===== config.mk =====
export PLATFORM = sky130hd
export DESIGN_NAME = ram_arbiter
export DESIGN_NICKNAME = d
export VERILOG_FILES = /design/src/rtl/ram_arbiter.sv
export SDC_FILE = /design/constraint.sdc
export NUM_CORES = 1
export LEC_CHECK = 0
export BUFFER_PORTS_ARGS = -buffer_cell sky130_fd_sc_hd__buf_2
export CORE_MARGIN = 4
export CORE_UTILIZATION = 43
export DETAILED_ROUTE_END_ITERATION = 10
export PLACE_DENSITY = 0.75
export SLEW_MARGIN = 20
export SYNTH_ARGS = -nofsm -noshare
export SYNTH_HDL_FRONTEND = slang
export SYNTH_SLANG_ARGS = --single-unit
export TNS_END_PERCENT = 30

===== constraint.sdc =====
create_clock -name clk -period 4.4 [get_ports clk]
set_input_delay 0.88 -clock clk [delete_from_list [all_inputs] [get_ports clk]]
set_output_delay 0.88 -clock clk [all_outputs]
set_load 0.1 [all_outputs]

===== src/rtl/ram_arbiter.sv =====
// Arbitrates one single-port RAM between the MEM-stage data port (D) and
// instruction fetch (I). One transaction at a time, all outputs registered.
module ram_arbiter #(
  parameter int MAX_D_STREAK = 4,
  parameter int TIMEOUT      = 255,
  parameter int CNT_W        = 8
) (
  input  logic        clk,
  input  logic        rst,
  input  logic        d_ce,
  input  logic        d_we,
  input  logic [31:0] d_addr,
  input  logic [31:0] d_wdata,
  input  logic [3:0]  d_sel,
  output logic [31:0] d_rdata,
  output logic        d_busy,
  output logic        d_done,
  input  logic        i_ce,
  input  logic [31:0] i_addr,
  output logic [31:0] i_rdata,
  output logic        i_busy,
  output logic        i_done,
  output logic        mem_req,
  output logic        mem_we,
  output logic [31:0] mem_addr,
  output logic [31:0] mem_wdata,
  output logic [3:0]  mem_sel,
  input  logic        mem_ack,
  input  logic [31:0] mem_rdata,
  output logic        bus_err
);

  localparam int STREAK_W = $clog2(MAX_D_STREAK + 1);
  localparam logic [STREAK_W-1:0] STREAK_MAX = STREAK_W'(MAX_D_STREAK);
  localparam logic [CNT_W-1:0]    TMO_LAST   = CNT_W'(TIMEOUT - 1);

  typedef enum logic [2:0] {
    IDLE   = 3'd0,
    BUS_D  = 3'd1,
    BUS_I  = 3'd2,
    DONE_D = 3'd3,
    DONE_I = 3'd4
  } state_t;

  state_t              state;
  logic [STREAK_W-1:0] streak;
  logic [CNT_W-1:0]    tmo_cnt;

  // Handshake: a port issues by holding x_ce while x_busy=0 and keeps x_ce high
  // until it sees the single-cycle x_done; x_rdata is valid on that pulse.
  // RAM side: mem_req and mem_* stay stable until a one-cycle mem_ack.
  always_ff @(posedge clk) begin
    if (rst) begin
      state     <= IDLE;
      streak    <= '0;
      tmo_cnt   <= '0;
      d_rdata   <= '0;
      d_busy    <= 1'b0;
      d_done    <= 1'b0;
      i_rdata   <= '0;
      i_busy    <= 1'b0;
      i_done    <= 1'b0;
      mem_req   <= 1'b0;
      mem_we    <= 1'b0;
      mem_addr  <= '0;
      mem_wdata <= '0;
      mem_sel   <= '0;
      bus_err   <= 1'b0;
    end else begin
      d_done  <= 1'b0;
      i_done  <= 1'b0;
      bus_err <= 1'b0;
      case (state)
        IDLE: begin
          tmo_cnt <= '0;
          if (d_ce && !(i_ce && streak == STREAK_MAX)) begin
            state     <= BUS_D;
            mem_req   <= 1'b1;
            mem_we    <= d_we;
            mem_addr  <= d_addr;
            mem_wdata <= d_wdata;
            mem_sel   <= d_sel;
            d_busy    <= 1'b1;
            i_busy    <= 1'b1;
            // Streak only counts D grants that made a pending fetch wait.
            if (!i_ce)
              streak <= '0;
            else if (streak != STREAK_MAX)
              streak <= streak + 1'b1;
          end else if (i_ce) begin
            state     <= BUS_I;
            mem_req   <= 1'b1;
            mem_we    <= 1'b0;
            mem_addr  <= i_addr;
            mem_wdata <= '0;
            mem_sel   <= 4'b1111;
            d_busy    <= 1'b1;
            i_busy    <= 1'b1;
            streak    <= '0;
          end
        end
        BUS_D, BUS_I: begin
          if (mem_ack || tmo_cnt == TMO_LAST) begin
            mem_req <= 1'b0;
            bus_err <= !mem_ack;
            if (state == BUS_D) begin
              state   <= DONE_D;
              d_done  <= 1'b1;
              d_busy  <= 1'b0;
              d_rdata <= (mem_ack && !mem_we) ? mem_rdata : '0;
            end else begin
              state   <= DONE_I;
              i_done  <= 1'b1;
              i_busy  <= 1'b0;
              i_rdata <= mem_ack ? mem_rdata : '0;
            end
          end else begin
            tmo_cnt <= tmo_cnt + 1'b1;
          end
        end
        DONE_D, DONE_I: begin
          // No grant here: the finishing requester's ce is still high.
          state  <= IDLE;
          d_busy <= 1'b0;
          i_busy <= 1'b0;
        end
        default: state <= IDLE;
      endcase
    end
  end

endmodule


==> results list <==
- In this design, the stage delay of the slowest critical-path cell is between 0.9 and 1 ns.
* WHS: 0.469 ns
- The first global-routing pass estimated between 20 and 30 mm of wire.
- In this run the worst path has a maximum fanout of 34.
- Dividing the detail-routed wire length by the instance count gives ~16 microns.
- Post-Synthesis Cell Area: 0.00599 sq mm
- Worst Path Required: ~3.5 ns
- The final-report max-slew violation count came to 0.
- At the end of the flow, the number of nets in the layout was 1006.
* Standard cell with the maximum stage delay on the critical path: dfxtp_1
* Number of CTS-inserted buffers: 17
- Capturing element type of the critical path: output pin
* Routability congestion estimate: roughly 0.8
* Total number of vias: between 5000 and 6000
* Count of antenna-violating nets left after detailed routing: 0
* Maximum number of pins on one net before global-route repair: 74
- For this run, design rule violations remaining after detail routing come to 0.
* Most instantiated cells after synthesis: dfxtp_1, nor2_1, a21oi_1
- In the synthesized netlist the dominant register cell turns out to be dfxtp_1.
- The via count of the first global-routing pass is 5326.
* Count of state elements after synthesis: around 150
* Setup repair after global routing missed its margin: false
- The die is between 100 and 150 microns tall.
* Transition time at the pin with the least slew margin: around 0.9 ns
* Worst reg-to-reg path cell count: 5
- Placed Cells incl. Taps: between 1000 and 1500
- Yosys mapped the design onto 45 distinct sky130hd cell types.
* Number of failing hold endpoints at the final stage: 0
* Post_cts resized: 0
- Min-delay worst type: reg -> reg
- Outcome: finished clean
- Post-Route Skew: roughly 0.013 ns
* Total nets after synthesis: ~760
- Headroom to the max-slew limit came out at approximately two fifths.
- Post-CTS timing repair inserted 0 buffers for setup.
- Ratio of final minimum period to clock period: between 60% and 70%
- Internal reg-to-reg setup slack: 1.74 ns
- Ranked by total cell area, the synthesized netlist is headed by dfxtp_1, mux2i_1, nor2_1, a22o_1, nand4b_1.
* Yosys warnings: 0
* H-Tree Depth: 4
* Initial Utilization: around 45%
- Summed over all cells, the static leakage comes to 3.70 nW.
* Proportion of netlist area held by the largest area contributor: 51.1%
- The average instance in the mapped netlist occupies between 9 and 10 sq um.
- Traced cell by cell, the critical path runs through buf_2.
- The number of buffers and inverters on the critical path is 1.
- Launch instance of the worst register-to-register path: state[2]
- The worst path meets setup with 1.62 ns of slack.
- Sequential fraction of the synthesis area: about 50%
- GRT Overall Usage: between 20% and 30%
- In this run the number of cells on the critical path is 1.
- Yosys mapped a number of flops with a built-in enable equal to 0.
- For this run, the number of standard cells in the final layout without fillers is 1053.
- For this design, the CTS-stage hold fixing added 0 buffers.
- On the critical path the largest part of the delay comes from flip-flops.
* Total negative setup slack: 0 ns
* Via density per instance: around 5.2
- In this run the critical register-to-register path is captured at mem_addr[12].
- Root buffer selected by CTS: clkbuf_16
- No sink is reached through more buffers than the 2 on the longest clock path.
- For this design the ratio of total power to cell area is roughly 530 mW/mm^2.
* Reported max-cap violation count: 0
* CP Class: reg -> out
- Antenna violations before repair: 0
* Count leader, synth: dfxtp_1
- Crit path from: mem_we
* Worst setup endpoint: mem_we
* # rows: 42
- The largest total area in the synthesized netlist belongs to dfxtp_1.
- Area Overhead vs Synth: 33.3%
* Final worst path period need: 2.78 ns
- Final-report setup violation count: 0
- Antenna fix cells: 0
- Synthesis produced about 620 cells.
- Number of buffers inserted by port buffering: between 200 and 300
- For this design the top-level I/O count stands at between 200 and 300.
* Clk Latency, worst-skew pair: ~0.42 ns
- The tree built by TritonCTS fans out to approximately 150 sinks.
- Critical Path Source Type: flop
* Clock tree from TritonCTS: yes
* First-iteration detailed-routing DRC count: between 300 and 400
- Routed wire length: roughly 17 mm
* DP HPWL: 12.0 mm
* Die area: approximately 0.016 sq mm
- Of the cells placed in the final design, the portion with a size suffix greater than 1 is a little under two fifths.
- After clock tree synthesis, the clock-pin slew on the worst setup and hold paths is roughly 0.060 ns.
* First-pass iteration count of the detailed router: 4
- Prior to clock tree synthesis, the placed netlist has a worst setup slack of approximately 1.7 ns.
- Measured on the finished design, the core utilization comes to 59.4%.
- In the synthesized netlist the async set-or-reset flop fraction comes to 0%.
- Fmax: roughly 360 MHz
- After global routing the overflow that remains totals 0.
- Total core area: around 0.013 sq mm
- Die W: between 100 and 150 microns
- Worst ir drop on vdd: roughly 0.00032 V
* Critical Path AT: 1.90 ns
[stage by stage]
step / area, sq um / power [W]
after floorplan: 5990 / 0.00259
after global placement: 7380 / 0.00281
after detailed placement: 7380 / 0.00282
after CTS: 7980 / 0.00429
after global routing: 7990 / 0.00441
final: 7990 / 0.00425
[area by class of cell]
cell class | count | area (sq um)
clock buffers | 20 | 457
clock inverters | 12 | 139
fillers | 1228 | 5460
inverters | 9 | 33.8
multi-input cells | 398 | 2630
flip-flops and latches | 153 | 3060
well taps | 176 | 220
repair buffers | 285 | 1450
[sequential cells by signal, indices dropped and copies added (netlist names)]
signal,cells
d_rdata,32
i_rdata,32
mem_addr,32
mem_wdata,32
tmo_cnt,8
mem_sel,4
state,3
streak,3
bus_err,1
d_busy,1
d_done,1
i_busy,1
i_done,1
mem_req,1
mem_we,1
[worst min path at each step]
stage,slack (ns),endpoint,start,cells past startpoint
finish,0.47,streak[0],streak[0],2
global placement,0.46,d_rdata[29],d_rdata[29],2
global route,0.49,i_rdata[24],i_rdata[24],1
floorplan,0.45,streak[0],streak[0],2
CTS,0.47,d_rdata[24],d_rdata[24],2
detailed placement,0.46,i_rdata[2],i_rdata[2],1
[cell usage in the layout, fill, tap and decap left out, types with 2 or more instances in the layout]
cell type,count
bufinv_16,2
nand4b_1,32
a211oi_1,36
nor2_1,81
clkbuf_8,2
dfxtp_1,153
buf_4,10
a21boi_0,2
o31ai_1,3
clkinvlp_4,4
clkbuf_16,17
mux2i_1,33
a21oi_1,38
a21oi_2,2
nand2_1,9
ha_1,4
o21ai_0,37
inv_6,4
nand3b_1,2
and3_1,7
nor3_1,10
a22oi_1,36
nand3_1,10
buf_2,275
a22o_1,32
inv_1,9
and4_1,2
[power breakdown]
part	switching [W]	internal, W
clock network	0.000587	0.000873
logic	0.00101	0.000234
registers	0.0000601	0.00149
total	0.00165	0.00260
[cell families (layout without fill, tap and decap cells)]
logic type	count (synthesis)	count (layout)	synth area share, %
fa+ha+maj	4	4	0.835
buf+inv	71	326	5.47
simple gates	164	164	14.6
xor+xnor	1	1	0.146
compound gates	196	196	22.4
mux	33	33	5.51
flops	153	153	51.1
[routing by layer]
layer  track usage [%]  part of all wire, %  vias to the layer above
met5                 0                    0                        -
met4              8.14                  2.0                        0
met3              6.56                  6.5                       25
met2              33.6                   49                      169
met1              26.2                   42                     2557
li1                  -                    -                     2777
(Power assumes the default switching activity.)
